==> config.mk <==
export PLATFORM = sky130hd
export DESIGN_NAME = avmm_run_sequencer_flat
export DESIGN_NICKNAME = d
export VERILOG_FILES = /design/src/rtl/avmm_run_pkg.sv /design/src/rtl/avmm_run_sequencer_if.sv /design/src/rtl/avmm_csr_decode.sv /design/src/rtl/avmm_run_sequencer.sv /design/src/flat_wrapper.sv
export SDC_FILE = /design/constraint.sdc
export NUM_CORES = 1
export LEC_CHECK = 0
export CAP_MARGIN = 5
export CORE_UTILIZATION = 30
export CTS_CLUSTER_SIZE = 16
export DETAILED_ROUTE_END_ITERATION = 7
export PLACE_DENSITY_LB_ADDON = 0.3
export SLEW_MARGIN = 20
export SYNTH_ARGS = -nofsm -noshare
export SYNTH_HDL_FRONTEND = slang
export SYNTH_HIERARCHICAL = 1
export SYNTH_SLANG_ARGS = --single-unit
==> constraint.sdc <==
create_clock -name clock -period 11.3 [get_ports clock]
set_clock_uncertainty 0.05 [all_clocks]
set_input_delay 2.825 -clock clock [delete_from_list [all_inputs] [get_ports clock]]
set_output_delay 2.825 -clock clock [all_outputs]
set_load 0.01 [all_outputs]
==> src/rtl/avmm_run_pkg.sv <==
// Shared types and constants for the Avalon-MM run sequencer.
// Optional build macro used by the top: RUN_CYCLE_COUNTER_EN.
package avmm_run_pkg;

  typedef enum logic [2:0] {
    ST_IDLE = 3'd0,
    ST_LOAD = 3'd1,
    ST_RUN  = 3'd2,
    ST_DONE = 3'd3
  } run_state_e;

  localparam logic [7:0] OFF_CMD      = 8'h00;
  localparam logic [7:0] OFF_STATUS   = 8'h04;
  localparam logic [7:0] OFF_CFG_BASE = 8'h08;
  localparam logic [7:0] OFF_CNT      = 8'h28;

  localparam int STAT_DONE_BIT = 4;
  localparam int STAT_ERR_BIT  = 5;

  localparam logic [31:0] DEF_START_KEY = 32'hF00B_F00B;
  localparam logic [31:0] DEF_STOP_KEY  = 32'hDEAD_F00B;

  // Replace only the byte lanes whose enable bit is set.
  function automatic logic [31:0] be_merge(input logic [31:0] old_w,
                                           input logic [31:0] new_w,
                                           input logic [3:0]  be);
    logic [31:0] m;
    for (int b = 0; b < 4; b++) begin
      m[8*b +: 8] = be[b] ? new_w[8*b +: 8] : old_w[8*b +: 8];
    end
    return m;
  endfunction

endpackage

==> src/rtl/avmm_run_sequencer_if.sv <==
// Avalon-MM slave bus plus the config-beat stream towards the datapath.
interface avmm_run_sequencer_if #(
  parameter int ADDR_W = 32
) ();
  logic [ADDR_W-1:0] avs_address;
  logic              avs_read;
  logic              avs_write;
  logic [31:0]       avs_writedata;
  logic [3:0]        avs_byteenable;
  logic [31:0]       avs_readdata;
  logic              avs_readdatavalid;
  logic              cfg_valid;
  logic              cfg_ready;
  logic [2:0]        cfg_index;
  logic [31:0]       cfg_data;

  modport master (
    output avs_address, avs_read, avs_write, avs_writedata, avs_byteenable, cfg_ready,
    input  avs_readdata, avs_readdatavalid, cfg_valid, cfg_index, cfg_data
  );

  modport slave (
    input  avs_address, avs_read, avs_write, avs_writedata, avs_byteenable, cfg_ready,
    output avs_readdata, avs_readdatavalid, cfg_valid, cfg_index, cfg_data
  );
endinterface

==> src/rtl/avmm_csr_decode.sv <==
// Register address decode, byte-lane merge for CFG writes and the
// one-cycle registered read-data path.
module avmm_csr_decode
  import avmm_run_pkg::*;
#(
  parameter int ADDR_W   = 32,
  parameter int NUM_CFG  = 6,
  parameter int CFG_BASE = 8
) (
  input  logic                    clock,
  input  logic                    reset,
  input  logic [ADDR_W-1:0]       i_address,
  input  logic                    i_read,
  input  logic                    i_write,
  input  logic [31:0]             i_writedata,
  input  logic [3:0]              i_byteenable,
  input  logic [31:0]             i_status,
  input  logic [31:0]             i_count,
  input  logic [NUM_CFG-1:0][31:0] i_cfg,
  output logic                    o_cmd_wr,
  output logic                    o_status_wr,
  output logic                    o_cfg_wr,
  output logic [2:0]              o_cfg_idx,
  output logic [31:0]             o_cfg_wdata,
  output logic [31:0]             o_readdata,
  output logic                    o_readdatavalid
);

  localparam int WW = ADDR_W - 2;
  localparam logic [WW-1:0] CMD_W     = WW'(OFF_CMD >> 2);
  localparam logic [WW-1:0] STATUS_W  = WW'(OFF_STATUS >> 2);
  localparam logic [WW-1:0] CNT_W     = WW'(OFF_CNT >> 2);
  localparam logic [WW-1:0] CFG_W     = WW'(CFG_BASE >> 2);
  localparam logic [WW-1:0] CFG_END_W = WW'((CFG_BASE >> 2) + NUM_CFG);

  logic [WW-1:0] w_word;
  logic [WW-1:0] w_cfg_off;
  logic          w_cmd_hit;
  logic          w_status_hit;
  logic          w_cfg_hit;
  logic          w_cnt_hit;
  logic [31:0]   w_rdata;
  logic          w_unused_addr;
  logic [31:0]   r_readdata;
  logic          r_readdatavalid;

  assign w_word        = i_address[ADDR_W-1:2];
  assign w_unused_addr = ^i_address[1:0];
  assign w_cfg_off     = w_word - CFG_W;
  assign w_cmd_hit     = (w_word == CMD_W);
  assign w_status_hit  = (w_word == STATUS_W);
  assign w_cnt_hit     = (w_word == CNT_W);
  assign w_cfg_hit     = (w_word >= CFG_W) && (w_word < CFG_END_W);

  assign o_cmd_wr    = i_write && w_cmd_hit;
  assign o_status_wr = i_write && w_status_hit;
  assign o_cfg_wr    = i_write && w_cfg_hit;
  assign o_cfg_idx   = w_cfg_off[2:0];
  assign o_cfg_wdata = be_merge(i_cfg[o_cfg_idx], i_writedata, i_byteenable);

  // Read-data mux; CMD reads mirror STATUS, unmapped addresses return zero.
  always_comb begin
    w_rdata = 32'h0;
    if (w_cmd_hit || w_status_hit) begin
      w_rdata = i_status;
    end else if (w_cfg_hit) begin
      w_rdata = i_cfg[o_cfg_idx];
    end else if (w_cnt_hit) begin
      w_rdata = i_count;
    end else begin
      w_rdata = 32'h0;
    end
  end

  // Read response registered one cycle after the request.
  always_ff @(posedge clock or posedge reset) begin
    if (reset) begin
      r_readdata      <= 32'h0;
      r_readdatavalid <= 1'b0;
    end else begin
      r_readdatavalid <= i_read;
      r_readdata      <= i_read ? w_rdata : 32'h0;
    end
  end

  assign o_readdata      = r_readdata;
  assign o_readdatavalid = r_readdatavalid;

endmodule

==> src/rtl/avmm_run_sequencer.sv <==
// Avalon-MM run sequencer: CFG/CMD/STATUS registers, config streaming FSM.
// Build macro RUN_CYCLE_COUNTER_EN adds a saturating run-cycle counter at 0x28.
module avmm_run_sequencer
  import avmm_run_pkg::*;
#(
  parameter int          ADDR_W    = 32,
  parameter int          NUM_CFG   = 6,
  parameter int          CFG_BASE  = int'(OFF_CFG_BASE),
  parameter logic [31:0] START_KEY = DEF_START_KEY,
  parameter logic [31:0] STOP_KEY  = DEF_STOP_KEY
) (
  input  logic                 clock,
  input  logic                 reset,
  avmm_run_sequencer_if.slave  bus,
  output logic                 run_en,
  input  logic                 dp_done,
  output logic                 irq
);

  localparam logic [2:0] LAST_IDX = 3'(NUM_CFG - 1);

  run_state_e               r_state;
  logic [2:0]               r_idx;
  logic                     r_abort;
  logic                     r_cfg_valid;
  logic [31:0]              r_cfg_data;
  logic                     r_run_en;
  logic                     r_done;
  logic                     r_err;
  logic                     r_irq;
  logic [NUM_CFG-1:0][31:0] r_cfg;

  logic        w_cmd_wr, w_status_wr, w_cfg_wr;
  logic [2:0]  w_cfg_idx;
  logic [31:0] w_cfg_wdata;
  logic [31:0] w_status;
  logic [31:0] w_count;
  logic [2:0]  w_idx_inc;
  logic        w_cmd_full, w_start, w_stop, w_hs, w_idle;
  logic        w_err_set, w_done_set, w_err_nxt, w_done_nxt;

  assign w_status  = {26'h0, r_err, r_done, 1'b0, r_state};
  assign w_idle    = (r_state == ST_IDLE);
  assign w_idx_inc = r_idx + 3'd1;

  avmm_csr_decode #(
    .ADDR_W   (ADDR_W),
    .NUM_CFG  (NUM_CFG),
    .CFG_BASE (CFG_BASE)
  ) u_decode (
    .clock           (clock),
    .reset           (reset),
    .i_address       (bus.avs_address),
    .i_read          (bus.avs_read),
    .i_write         (bus.avs_write),
    .i_writedata     (bus.avs_writedata),
    .i_byteenable    (bus.avs_byteenable),
    .i_status        (w_status),
    .i_count         (w_count),
    .i_cfg           (r_cfg),
    .o_cmd_wr        (w_cmd_wr),
    .o_status_wr     (w_status_wr),
    .o_cfg_wr        (w_cfg_wr),
    .o_cfg_idx       (w_cfg_idx),
    .o_cfg_wdata     (w_cfg_wdata),
    .o_readdata      (bus.avs_readdata),
    .o_readdatavalid (bus.avs_readdatavalid)
  );

  // Command qualification and sticky-bit next values (set beats W1C clear).
  always_comb begin
    w_cmd_full = w_cmd_wr && (bus.avs_byteenable == 4'hF);
    w_start    = w_cmd_full && (bus.avs_writedata == START_KEY);
    w_stop     = w_cmd_full && (bus.avs_writedata == STOP_KEY);
    w_hs       = r_cfg_valid && bus.cfg_ready;
    w_err_set  = (w_cmd_wr && !(w_start || w_stop)) ||
                 (w_start && !w_idle) ||
                 (w_cfg_wr && !w_idle);
    w_done_set = (r_state == ST_DONE);
    w_done_nxt = w_done_set ||
                 (r_done && !(w_status_wr && bus.avs_writedata[STAT_DONE_BIT]));
    w_err_nxt  = w_err_set ||
                 (r_err && !(w_status_wr && bus.avs_writedata[STAT_ERR_BIT]));
  end

  // Sticky status bits and the level interrupt.
  always_ff @(posedge clock or posedge reset) begin
    if (reset) begin
      r_done <= 1'b0;
      r_err  <= 1'b0;
      r_irq  <= 1'b0;
    end else begin
      r_done <= w_done_nxt;
      r_err  <= w_err_nxt;
      r_irq  <= w_done_nxt || w_err_nxt;
    end
  end

  // CFG storage; frozen outside IDLE so beats stay stable during a load.
  always_ff @(posedge clock or posedge reset) begin
    if (reset) begin
      r_cfg <= '0;
    end else if (w_cfg_wr && w_idle) begin
      r_cfg[w_cfg_idx] <= w_cfg_wdata;
    end else begin
      r_cfg <= r_cfg;
    end
  end

  // Sequencer FSM with registered stream and run outputs.
  always_ff @(posedge clock or posedge reset) begin
    if (reset) begin
      r_state     <= ST_IDLE;
      r_idx       <= 3'd0;
      r_abort     <= 1'b0;
      r_cfg_valid <= 1'b0;
      r_cfg_data  <= 32'h0;
      r_run_en    <= 1'b0;
    end else begin
      case (r_state)
        ST_IDLE: begin
          if (w_start) begin
            r_state     <= ST_LOAD;
            r_idx       <= 3'd0;
            r_abort     <= 1'b0;
            r_cfg_valid <= 1'b1;
            r_cfg_data  <= r_cfg[3'd0];
          end
        end
        ST_LOAD: begin
          if (w_hs) begin
            if (r_abort || w_stop) begin
              r_state     <= ST_IDLE;
              r_cfg_valid <= 1'b0;
              r_abort     <= 1'b0;
            end else if (r_idx == LAST_IDX) begin
              r_state     <= ST_RUN;
              r_cfg_valid <= 1'b0;
              r_run_en    <= 1'b1;
            end else begin
              r_idx      <= w_idx_inc;
              r_cfg_data <= r_cfg[w_idx_inc];
            end
          end else if (w_stop) begin
            r_abort <= 1'b1;
          end
        end
        ST_RUN: begin
          if (dp_done) begin
            r_state  <= ST_DONE;
            r_run_en <= 1'b0;
          end else if (w_stop) begin
            r_state  <= ST_IDLE;
            r_run_en <= 1'b0;
          end
        end
        ST_DONE: begin
          r_state <= ST_IDLE;
        end
        default: begin
          r_state     <= ST_IDLE;
          r_cfg_valid <= 1'b0;
          r_run_en    <= 1'b0;
          r_abort     <= 1'b0;
        end
      endcase
    end
  end

`ifdef RUN_CYCLE_COUNTER_EN
  logic [31:0] r_run_cnt;

  // Run-cycle counter: cleared when a load starts, saturating.
  always_ff @(posedge clock or posedge reset) begin
    if (reset) begin
      r_run_cnt <= 32'h0;
    end else if (w_idle && w_start) begin
      r_run_cnt <= 32'h0;
    end else if (r_run_en && (r_run_cnt != 32'hFFFF_FFFF)) begin
      r_run_cnt <= r_run_cnt + 32'd1;
    end else begin
      r_run_cnt <= r_run_cnt;
    end
  end

  assign w_count = r_run_cnt;
`else
  assign w_count = 32'h0;
`endif

  assign bus.cfg_valid = r_cfg_valid;
  assign bus.cfg_index = r_idx;
  assign bus.cfg_data  = r_cfg_data;
  assign run_en        = r_run_en;
  assign irq           = r_irq;

endmodule

==> src/flat_wrapper.sv <==
// flat-port wrapper written by rule: the top's interface ports become plain ports
module avmm_run_sequencer_flat import avmm_run_pkg::*;
#(
  parameter int          ADDR_W    = 32,
  parameter int          NUM_CFG   = 6,
  parameter int          CFG_BASE  = int'(OFF_CFG_BASE),
  parameter logic [31:0] START_KEY = DEF_START_KEY,
  parameter logic [31:0] STOP_KEY  = DEF_STOP_KEY
)
  (clock, reset, run_en, dp_done, irq, bus_avs_address, bus_avs_read, bus_avs_write, bus_avs_writedata, bus_avs_byteenable, bus_cfg_ready, bus_avs_readdata, bus_avs_readdatavalid, bus_cfg_valid, bus_cfg_index, bus_cfg_data);
  avmm_run_sequencer_if #(.ADDR_W(ADDR_W)) bus_i ();
  input  logic clock;
  input  logic reset;
  output logic run_en;
  input  logic dp_done;
  output logic irq;
  input wire logic [$bits(bus_i.avs_address)-1:0] bus_avs_address;
  input wire logic [$bits(bus_i.avs_read)-1:0] bus_avs_read;
  input wire logic [$bits(bus_i.avs_write)-1:0] bus_avs_write;
  input wire logic [$bits(bus_i.avs_writedata)-1:0] bus_avs_writedata;
  input wire logic [$bits(bus_i.avs_byteenable)-1:0] bus_avs_byteenable;
  input wire logic [$bits(bus_i.cfg_ready)-1:0] bus_cfg_ready;
  output wire logic [$bits(bus_i.avs_readdata)-1:0] bus_avs_readdata;
  output wire logic [$bits(bus_i.avs_readdatavalid)-1:0] bus_avs_readdatavalid;
  output wire logic [$bits(bus_i.cfg_valid)-1:0] bus_cfg_valid;
  output wire logic [$bits(bus_i.cfg_index)-1:0] bus_cfg_index;
  output wire logic [$bits(bus_i.cfg_data)-1:0] bus_cfg_data;
  assign bus_i.avs_address = bus_avs_address;
  assign bus_i.avs_read = bus_avs_read;
  assign bus_i.avs_write = bus_avs_write;
  assign bus_i.avs_writedata = bus_avs_writedata;
  assign bus_i.avs_byteenable = bus_avs_byteenable;
  assign bus_i.cfg_ready = bus_cfg_ready;
  assign bus_avs_readdata = bus_i.avs_readdata;
  assign bus_avs_readdatavalid = bus_i.avs_readdatavalid;
  assign bus_cfg_valid = bus_i.cfg_valid;
  assign bus_cfg_index = bus_i.cfg_index;
  assign bus_cfg_data = bus_i.cfg_data;
  avmm_run_sequencer #(.ADDR_W(ADDR_W), .NUM_CFG(NUM_CFG), .CFG_BASE(CFG_BASE), .START_KEY(START_KEY), .STOP_KEY(STOP_KEY)) u_core (.clock(clock), .reset(reset), .bus(bus_i), .run_en(run_en), .dp_done(dp_done), .irq(irq));
endmodule
Yosys cells after proc, flatten, opt, wreduce, memory -nomap -nowiden --
Cells that the tools add are included. W data, S select, Z words.
Word-level totals: output and inout port bits 71, register bits 269
Cells by class: equal/unequal tests 17, reductions and logical operators 39, multiplexer cells 47, add/subtract/negate cells 2, $lt $le $gt $ge 5, bitwise operators 2
Operators by type and width (number):
- $mux W32 | 10
- $bmux W32 S3 | 2
- $bwmux W192 | 1
- $demux W32 S3 | 1
- $eq A32 B32 Y1 const B | 2
- $pmux W32 S2 | 1
- $mux W8 | 4
- $eq A30 B1 Y1 const B | 1
- $ge A30 B2 Y1 const B | 1
- $logic_not A30 Y1 | 1
- $lt A30 B4 Y1 const B | 1
- $mux W3 | 10
- $logic_and A1 B1 Y1 | 17
- $mux W1 | 13
- $reduce_and A4 Y1 | 3
- $reduce_and A5 Y1 | 2
- $pmux W1 S3 | 3
- $pmux W3 S3 | 1
- $logic_or A1 B1 Y1 | 8
- $lt A3 B4 Y1 const B | 2
- $eq A3 B2 Y1 const B | 2
- $ne A2 B1 Y1 const B | 3
- $ne A3 B1 Y1 const B | 2
- $pmux W3 S2 | 1
- 14 further kinds | 20

Logic depth before layout (Yosys ltp) --
Gate-level depths: netlist of the first run.
depth in word-level cells 11, mapped depth 12, depth with buffers taken out 9

By module --
Netlist of the first run, hierarchy kept.
By module, submodules not included:
- avmm_run_sequencer | cells an instance 794, times used 1, area each 11120.7 um2
- avmm_csr_decode | cells an instance 497, times used 1, area each 4321.6 um2

Worst setup path after synthesis of the first run --
OpenSTA, ideal clock, no wires.
path kind input to register, start in bus_avs_address[3], end reg u_core.r_cfg_data[0], in the netlist u_core/bus.cfg_data[0], buffers on the path 5, data required time 11.125 ns, cell stages on the path 12, arrival 5.455 ns, path slack 5.670 ns, setup time 0.125 ns, cells stage by stage buf_6 buf_6 or3_1 buf_2 clkbuf_1 nor3_1 nand2_1 nor4_4 a41oi_4 a21oi_4 buf_12 mux2_4
On the way: longest elaborated chain between the ends 7, elaborated cells between the ends (all ways) 9, classes of those cells eq/ne: 2; reduce/logical: 7
RTL lines:
- from (decl) | RTL line flat_wrapper.sv:17 | input wire logic [$bits(bus_i.avs_address)-1:0] bus_avs_address;
- $logic_not A30 Y1 * | RTL line avmm_csr_decode.sv:50 | assign w_cmd_hit = (w_word == CMD_W);
- $logic_and A1 B1 Y1 * | RTL line avmm_csr_decode.sv:55 | assign o_cmd_wr = i_write && w_cmd_hit;
- via u_core.w_cmd_wr | RTL line avmm_run_sequencer.sv:33 | logic w_cmd_wr, w_status_wr, w_cfg_wr;
- $logic_and A1 B1 Y1 * | RTL line avmm_run_sequencer.sv:72 | w_cmd_full = w_cmd_wr && (bus.avs_byteenable == 4'hF);
- $logic_and A1 B1 Y1 | RTL line avmm_run_sequencer.sv:74 | w_stop = w_cmd_full && (bus.avs_writedata == STOP_KEY);
- $logic_or A1 B1 Y1 | RTL line avmm_run_sequencer.sv:132 | if (r_abort || w_stop) begin
- $ne A2 B2 Y1 (no source line)
- $reduce_and A5 Y1 (no source line) *
- to (signal assigned) | RTL line avmm_run_sequencer.sv:127 | r_cfg_data <= r_cfg[3'd0];
- to (signal assigned) | RTL line avmm_run_sequencer.sv:142 | r_cfg_data <= r_cfg[w_idx_inc];
- to (decl) | RTL line avmm_run_sequencer.sv:26 | logic [31:0] r_cfg_data;
Mark *: on every way through the listed nets, which the timed path passes. The rest lies on a longest branch. A chain may end at the register's enable or synchronous reset.

Worst setup path in the final report of the first run --
start in bus_avs_address[13], end reg u_core.r_cfg_data[16], in the netlist u_core/bus.cfg_data[16]
The elaborated chain is that of the path after synthesis.

==> run metrics, run 1 <==
Root Buffer=clkbuf_16; GRT overflow=0; hold violation total from the final report=0; register-to-register setup slack=between 7 and 8 ns; DRC errors left=0; Die Span Y=between 200 and 250 um; Post-synth EDFFs=0; number of CTS-inserted buffers=34; First-pass DRT Iterations=6; RSZ-0062 raised after global routing=false; postcts setup bufs=0; Setup violations, final=0; register bit total from synthesis=268; P_leak=0.00857 uW; hold buffer count at CTS=0; Detail Route Antenna Nets=0; Longest Clk Path Bufs=3; Post-Route WL=between 50,000 and 60,000 um; Synth cell types=62; Reg2Reg Depth=6; Synth Flop Type=dfrtp_1; register area share after synthesis=43.4%; routability-driven placement congestion ratio=~0.83; Worst setup EP type=register; Area Overhead vs Synth=21.0%; Synth Instances=1,291; DIE AREA=0.0524 mm2; slew margin rel.=26.1%; CTS sink count=about 270; power density cells=116 mW/mm2; Ys Warns=6; status=complete, no violations; via/cell ratio=approximately 5.4; initial antenna violation count=0; Initial Util=30.6%; Min-Delay Endpoint=u_core/bus.cfg_data[24]; top-count cell post-synth=mux2_2; hold depth=1; cell area after synthesis=0.0154 mm2; max-slew violation count=0; crit path launch type=input pin; total chip power=2160 uW; Tmin final=about 7.1 ns; PortBufs=142; fraction of layout cells with a size suffix above 1=between 30 and 40%; most instantiated cells after synthesis=281 x mux2_2, 268 x dfrtp_1, 199 x nor2_1; H-Tree Depth=2; diodes inserted=0; Worst-path clk slew=0.05 ns; die width=229 um; Detailed Place HPWL=30,200 um; Rows=82; worst-skew pair later-pin latency=0.53 ns; worst vdd ir=roughly 0.00007 V; Area contributors post-synth=dfrtp_1 43%, mux2_2 20%, nor2_1 4.8%; pin count of the biggest net entering global routing=~120; Avg Cell Area, Syn=12.0 um2; Critical Path RT=around 12 ns; I/O pin count=about 150; Final Cycle Share=62.4%; Max Fanout on Critical Path=20; RR Startpoint=u_core/bus.cfg_index[0]; DR vias=11,600; # resized after CTS=0; Min-Delay Path Class=register to register; RR Endpoint=u_core/bus.cfg_data[11]; TritonCTS clock tree=done; HP Start=u_core/bus.cfg_data[24]; Nets=about 1,500; fmax=142 MHz; Core ar.=0.0505 mm2; All-Layer GR Usage=19.0%; global-route wire length before repair=75,800 um; maxcap violations=0; setup TNS=0 ns; number of global-route vias before repair=roughly 12,000; CP Data Arrival Time=7.40 ns; Async SR Flop Fraction=100%; Synth area leader=dfrtp_1; Setup CP Type=input pin to register; Synth top area share=43.4%; worst slew pin tran=1.10 ns; drt wl/cell=23.4 um; Iter 0 DRT Violations=892
critical path: stages:
cell	delay, ns
clkdlybuf4s50_1	0.42
or4_4	0.55
nor2_4	0.15
nand4_1	0.35
nor3_1	0.45
nand2_1	0.16
nor4_4	0.55
a41oi_4	0.28
a21oi_4	0.72
buf_4	0.56
mux2_4	0.35
cells in the final DEF (no fill, tap or decap), types with 3 or more instances in the layout:
master	Yosys	routed
nor3_1	5	5
a211o_1	3	3
a211oi_2	30	30
nand3_1	3	3
clkbuf_1	50	10
nand2_2	0	3
ha_1	6	5
clkbuf_16	0	35
mux2_2	281	281
nor2_1	199	198
nand2b_1	3	3
o32ai_1	32	32
buf_4	2	24
nand2_1	49	46
mux2i_1	65	65
mux4_2	32	32
o221ai_1	32	32
nor4_1	6	5
nand4_1	3	3
inv_1	7	5
clkinv_2	0	6
clkdlybuf4s50_1	0	140
conb_1	1	60
mux2_4	39	39
dfrtp_1	268	267
clkbuf_8	0	6
a21oi_1	37	37
a221oi_1	32	32
nand3b_1	4	4
layout make-up:
type | instances | area [um2]
Clock buffer | 51 | 996
Clock inverter | 8 | 68.8
Fill cell | 4923 | 31800
Inverter | 10 | 45.0
Multi-Input combinational cell | 968 | 8430
Sequential cell | 268 | 6710
Tap cell | 672 | 841
Timing Repair Buffer | 165 | 1590
routing by layer:
metal / part of all wire [%] / GRT usage (%) / vias up
met5: 0 / 0 / -
met4: 3.1 / 6.77 / 0
met3: 6.2 / 2.93 / 97
met2: 47 / 30.9 / 446
met1: 44 / 25.5 / 5953
li1: - / - / 5083
cell families after synthesis:
group	share of synthesized area (%)
muxes	33.2
adders and majority gates	0.486
buffers and inverters	3.66
AOI/OAI and AO/OA	10.4
xor gates and xnor gates	0.113
and+or+nand+nor	8.61
DFF	43.4
other	0.0243
worst max-delay path by stage:
| stage | to | start | cells past startpoint |
|---|---|---|---|
| final | u_core/bus.cfg_data[16] | bus_avs_address[13] | 11 |
| after global routing | u_core/bus.cfg_data[13] | bus_avs_address[27] | 10 |
| after CTS | u_core/bus.cfg_data[13] | bus_avs_address[7] | 11 |
| after detailed placement | u_core/bus.cfg_data[20] | bus_avs_address[7] | 11 |
| after global placement | u_core/bus.cfg_data[26] | bus_avs_address[7] | 11 |
| after floorplan | u_core/bus.cfg_data[0] | reset | 1 |
per-stage QoR:
step                      util, %  hold WS (ns)  area, um2  worst slack, ns  instances
after floorplan                 -         0.421      15700             1.98       1350
after global placement       34.9         0.447      17600             3.70       2083
after detailed placement     34.9         0.449      17600             3.74       2083
after CTS                    37.0         0.463      18700             4.27       2142
after global routing         37.0         0.474      18700             4.01       2142
final                        37.0         0.462      18700             4.25       2142
power by group:
group / internal, uW / total (uW) / switching (uW)
combinational: 53.5 / 159 / 106
clock: 630 / 1040 / 412
sequential: 960 / 960 / 0.0456
total: 1640 / 2160 / 518
sequential cells by signal (all words and copies together) (netlist names):
signal	cells
u_core/u_decode/o_readdatavalid	1
u_core/u_decode/o_readdata	32
u_core/bus.cfg_data	32
u_core/run_en	1
u_core/r_err	1
u_core/bus.cfg_valid	1
u_core/bus.cfg_index	3
u_core/r_abort	1
u_core/r_state	2
u_core/irq	1
u_core/r_cfg	192
u_core/r_done	1
No activity file was read; power rests on OpenSTA's default activity.
==> inputs of run 2 (changes only) <==
- clock period: 11.3 -> 6 ns (I/O delays scaled with it)
==> run metrics, run 2 (same netlist as run 1, synthesis figures left out) <==
placed cells=2,096 (was 2,083); fmax=204 MHz; RR Startpoint=u_core/bus.cfg_index[0] (unchanged); Iter 0 DRT Violations=817 (was 892); Critical Path RT=6.40 ns (was 11.65 ns); Tmin final=4.91 ns; number of global-route vias before repair=12,000 (about the same); DR vias=11,500 (was 11,600); Slowest-stage cell, CP=nor4_4 (was a21oi_4); Largest register FFs=192 (unchanged); max-slew violation count=0 (unchanged); Detailed Place HPWL=31,200 um (was 30,200 um); initial antenna violation count=1 (was 0); Filler cells=4,936 (was 4,923); register-to-register setup slack=2.37 ns (was 7.44 ns); global-route wire length before repair=76,800 um (was 75,800 um); DRC errors left=0 (unchanged); slew margin rel.=25.6% (was 26.1%); die width=229 um (unchanged); Root Buffer=clkbuf_16 (unchanged); worst vdd ir=0.000211 V (was 0.0000709 V); Core ar.=0.0505 mm2 (unchanged); worst-skew pair later-pin latency=0.57 ns (was 0.53 ns); number of CTS-inserted buffers=31 (was 34); Final Non-Filler Cells=2,150 (was 2,142); Max Fanout on Critical Path=18 (was 20); First-pass DRT Iterations=5 (was 6); Setup CP Type=input pin to register (unchanged); I/O pin count=145 (unchanged); H-Tree Depth=1 (was 2); highest-count cells in the layout ignoring fill and taps=281 x mux2_2, 267 x dfrtp_1, 198 x nor2_1, 140 x clkdlybuf4s50_1, 65 x mux2i_1 (unchanged); Detail Route Antenna Nets=0 (unchanged); pin count of the biggest net entering global routing=155 (was 116); crit path launch type=input pin (unchanged); power density cells=209 mW/mm2 (was 116 mW/mm2); Min-Delay Path Class=register to register (unchanged); DIE AREA=0.0524 mm2 (unchanged); Reg2Reg Depth=6 (unchanged); RR Endpoint=u_core/bus.cfg_data[0] (was u_core/bus.cfg_data[11]); worst slack, placed=0.439 ns (was 3.74 ns); routability-driven placement congestion ratio=0.837 (was 0.834); Longest Clk Path Bufs=3 (unchanged); Post-Route WL=50,200 um (was 50,100 um); fraction of layout cells with a size suffix above 1=32.9% (about the same); Min-Delay Endpoint=u_core/bus.cfg_data[0] (was u_core/bus.cfg_data[24]); status=complete, no violations (unchanged); P_leak=0.00858 uW (was 0.00857 uW); All-Layer GR Usage=19.1% (was 19.0%); maxcap violations=0 (unchanged); Rows=82 (unchanged); Worst-path clk slew=0.06 ns (was 0.05 ns); most common cell after layout, fill and taps aside=mux2_2 (unchanged); HP Start=u_core/bus.cfg_data[0] (was u_core/bus.cfg_data[24]); Nets=1,537 (was 1,527); RSZ-0062 raised after global routing=false (unchanged); postcts setup bufs=0 (unchanged); setup TNS=0 ns (unchanged); drt wl/cell=23.4 um (about the same); hold violation total from the final report=0 (unchanged); Finished Core Util=37.1% (was 37.0%); PortBufs=142 (unchanged); Worst Setup SP=bus_avs_address[7] (was bus_avs_address[13]); CTS sink count=268 (unchanged); via/cell ratio=5.35 (was 5.41); CP Data Arrival Time=5.31 ns (was 7.40 ns); TritonCTS clock tree=done (unchanged); # resized after CTS=0 (unchanged); largest reg by FF count=u_core/r_cfg (unchanged); hold depth=1 (unchanged); Final Cycle Share=81.8%; hold buffer count at CTS=0 (unchanged); Setup WS post-layout=1.09 ns (was 4.25 ns); Initial Util=30.6% (unchanged); Die Span Y=229 um (unchanged); Setup violations, final=0 (unchanged); Area Overhead vs Synth=21.1% (was 21.0%); CP cell instances=clkdlybuf4s50_1, nor2_1, and4_1, nand4_1, nor3_1, nand2_1, nor4_4, a41oi_4, a21oi_4, buf_4, mux2_4 (was clkdlybuf4s50_1, or4_4, nor2_4, nand4_1, nor3_1, nand2_1, nor4_4, a41oi_4, a21oi_4, buf_4, mux2_4); CP max stage delay=0.57 ns (was 0.72 ns); Worst setup EP type=register (unchanged); GRT overflow=0 (unchanged); worst slew pin tran=1.12 ns (was 1.10 ns)
-- run 2: changes by cell type in the layout (fill, tap and decap cells not counted), sizes merged --
| cell | delta |
|---|---|
| inv | -3 |
| clkbuf | -4 |
| clkinvlp | +1 |
| buf | +13 |
| diode | +1 |
-- run 2: cell type report --
type	instances	area (um2)	share of cell area (%)
antenna	1	2.50	0.0134
clock inverter	6	55.1	0.294
inverter	10	41.3	0.221
tap	672	841	4.50
clock buffer	47	886	4.74
multi-input combinational	968	8430	45.1
timing repair buffer	178	1730	9.27
sequential	268	6710	35.9
-- run 2: worst max-delay path by stage --
| stage | endpoint | cells past startpoint |
|---|---|---|
| floorplan | u_core/bus.cfg_data[0] | 1 |
| global placement | u_core/bus.cfg_data[7] | 11 |
| detailed placement | u_core/bus.cfg_data[7] | 11 |
| CTS | u_core/bus.cfg_data[6] | 11 |
| global route | u_core/bus.cfg_data[16] | 11 |
| finish | u_core/bus.cfg_data[16] | 11 |
-- run 2: where the power goes --
part	switching, uW	internal, uW
sequential	0.0721	1810
combinational	197	104
clock	746	1040
-- run 2: critical path: cells and delay by family --
family,cells,cell delay (ns)
AO/OA/AOI/OAI,2,0.47
buffers and inverters,2,0.81
multiplexers,1,0.34
AND/OR/NAND/NOR,6,2.15
-- run 2: stage by stage --
stage	hold WS [ns]	area, um2	power (uW)
final	0.460	18700	3900
after global routing	0.481	18700	4050
after CTS	0.464	18700	3950
after detailed placement	0.441	17800	2140
after global placement	0.448	17800	2140
after floorplan	0.421	15700	2010
-- run 2: routing by layer --
metal | wire [um] | up-vias | track usage (%)
li1 | - | 5087 | -
met1 | 22300 | 5922 | 26.2
met2 | 23300 | 401 | 30.5
met3 | 2890 | 103 | 2.81
met4 | 1680 | 0 | 7.04
met5 | 0 | - | 0
==> inputs of run 3 (changes only) <==
- clock period: 6 -> 5.07 ns (I/O delays scaled with it)
==> run metrics, run 3 (same netlist as run 1, synthesis figures left out) <==
Min-Delay Path Class=register to register (unchanged); GRT overflow=0 (unchanged); largest reg by FF count=u_core/r_cfg (unchanged); hold buffer count at CTS=0 (unchanged); diodes inserted=0 (was 1); slew margin rel.=40.3% (was 25.6%); global-route wire length before repair=75,900 um (was 76,800 um); max-slew violation count=0 (unchanged); drt wl/cell=23.1 um (was 23.4 um); Tmin final=4.39 ns; crit path launch type=input pin (unchanged); die width=229 um (unchanged); I/O pin count=145 (unchanged); Worst-path clk slew=0.06 ns (about the same); combinational power share=7.9% (was 7.7%); postcts setup bufs=0 (unchanged); initial antenna violation count=0 (was 1); Longest Clk Path Bufs=3 (unchanged); hold depth=1 (unchanged); Core ar.=0.0505 mm2 (unchanged); Reg2Reg Depth=6 (unchanged); RSZ-0062 raised after global routing=false (unchanged); Area Overhead vs Synth=22.2% (was 21.1%); hold slack=0.461 ns (was 0.460 ns); setup TNS=0 ns (unchanged); Worst setup EP type=register (unchanged); DIE AREA=0.0524 mm2 (unchanged); Critical Path RT=5.48 ns (was 6.40 ns); Final Cycle Share=86.6%; Setup violations, final=0 (unchanged); PortBufs=142 (unchanged); number of CTS-inserted buffers=31 (unchanged); pin count of the biggest net entering global routing=95 (was 155); power density cells=245 mW/mm2 (was 209 mW/mm2); # resized after CTS=0 (unchanged); worst vdd ir=0.000244 V (was 0.000211 V); H-Tree Depth=1 (unchanged); number of global-route vias before repair=11,900 (was 12,000); CTS sink count=268 (unchanged); register-to-register setup slack=1.81 ns (was 2.37 ns); All-Layer GR Usage=18.9% (was 19.1%); fmax=228 MHz; HP Start=u_core/bus.cfg_data[23] (was u_core/bus.cfg_data[0]); First-pass DRT Iterations=5 (unchanged); highest-count cells in the layout ignoring fill and taps=281 x mux2_2, 267 x dfrtp_1, 198 x nor2_1, 140 x clkdlybuf4s50_1, 65 x mux2i_1 (unchanged); P_leak=0.00866 uW (was 0.00858 uW); maxcap violations=0 (unchanged); fraction of layout cells with a size suffix above 1=33.4% (was 32.9%); via/cell ratio=5.32 (was 5.35); Flop pwr share=46.3% (was 46.4%); status=complete, no violations (unchanged); Detailed Place HPWL=32,000 um (was 31,200 um); Post-Route WL=49,900 um (was 50,200 um); sw frac=24.4% (was 24.2%); Initial Util=30.6% (unchanged); Rows=82 (unchanged); Largest register FFs=192 (unchanged); switching power=1130 uW (was 943 uW); Detail Route Antenna Nets=0 (unchanged); Internal=3500 uW (was 2960 uW); Min-Delay Endpoint=u_core/bus.cfg_data[23] (was u_core/bus.cfg_data[0]); hold violation total from the final report=0 (unchanged); most common cell after layout, fill and taps aside=mux2_2 (unchanged); DR vias=11,500 (about the same); clock power share=45.8% (was 45.9%); DRC errors left=0 (unchanged); Die Span Y=229 um (unchanged); RR Endpoint=u_core/bus.cfg_data[0] (unchanged); CP Data Arrival Time=4.80 ns (was 5.31 ns); TritonCTS clock tree=done (unchanged); worst slew pin tran=0.894 ns (was 1.12 ns); RR Startpoint=u_core/bus.cfg_index[0] (unchanged); Iter 0 DRT Violations=894 (was 817); Nets=1,550 (was 1,537); Root Buffer=clkbuf_16 (unchanged); Max Fanout on Critical Path=20 (was 18); routability-driven placement congestion ratio=0.842 (was 0.837); worst-skew pair later-pin latency=0.58 ns (was 0.57 ns); Setup CP Type=input pin to register (unchanged)
run 3: cell types whose count changed in the layout (fill, tap and decap cells not counted), sizes merged:
cell    before  now
buf         38   51
clkbuf      47   48
diode        1    0
inv          6    7
run 3: worst max-delay path by stage:
stage / slack, ns / end / from
2_1_floorplan: 0.67 / u_core/bus.cfg_data[0] / reset
3_3_place_gp: 0.22 / u_core/bus.cfg_data[24] / bus_avs_address[7]
3_5_place_dp: 0.14 / u_core/bus.cfg_data[8] / bus_avs_address[7]
4_1_cts: 0.73 / u_core/bus.cfg_data[8] / bus_avs_address[7]
5_1_grt: 0.37 / u_core/r_abort / bus_avs_address[7]
6_report: 0.68 / u_core/bus.cfg_data[8] / bus_avs_address[7]
run 3: metrics by stage:
step | instances | setup slack, ns | utilization, % | power, uW | instance area [um2]
2_1_floorplan | 1350 | 0.675 | - | 2370 | 15700
3_3_place_gp | 2109 | 0.224 | 35.5 | 2540 | 17900
3_5_place_dp | 2109 | 0.138 | 35.5 | 2540 | 17900
4_1_cts | 2164 | 0.732 | 37.4 | 4690 | 18900
6_report | 2164 | 0.677 | 37.4 | 4630 | 18900
5_1_grt | 2164 | 0.369 | 37.4 | 4800 | 18900
run 3: critical path, cell delays in order:
cell and delay [ns]:
clkdlybuf4s50_1 0.40, nor2_1 0.45, and4_1 0.35, nand4_1 0.34, nor3_1 0.35, nand2_1 0.15
nor4_4 0.39, a41oi_4 0.25, a21oi_4 0.24, buf_12 0.26, mux2_4 0.33
run 3: cell type report:
cell class,instances,area (um2)
flip-flops and latches,268,6710
repair buffers,191,1910
multi-input cells,968,8430
fillers,4951,31600
clock buffers,48,880
well taps,672,841
inverters,10,41.3
clock inverters,7,63.8
run 3: power by group through the flow:
| stage | Clock [uW] | Combinational [uW] | Sequential (uW) |
|---|---|---|---|
| after floorplan | 0 | 195 | 2180 |
| after global placement | 0 | 360 | 2180 |
| after detailed placement | 0 | 363 | 2180 |
| after CTS | 2190 | 364 | 2140 |
| after global routing | 2270 | 393 | 2140 |
| final | 2120 | 366 | 2140 |
run 3: metal layers:
layer | GRT usage, % | part of all wire (%) | up-vias | wire length [um]
met3 | 3.47 | 5.7 | 84 | 2830
met1 | 25.6 | 45 | 5926 | 22200
met2 | 30.7 | 47 | 374 | 23600
li1 | - | - | 5136 | -
met5 | 0 | 0 | - | 0
met4 | 5.46 | 2.5 | 0 | 1270
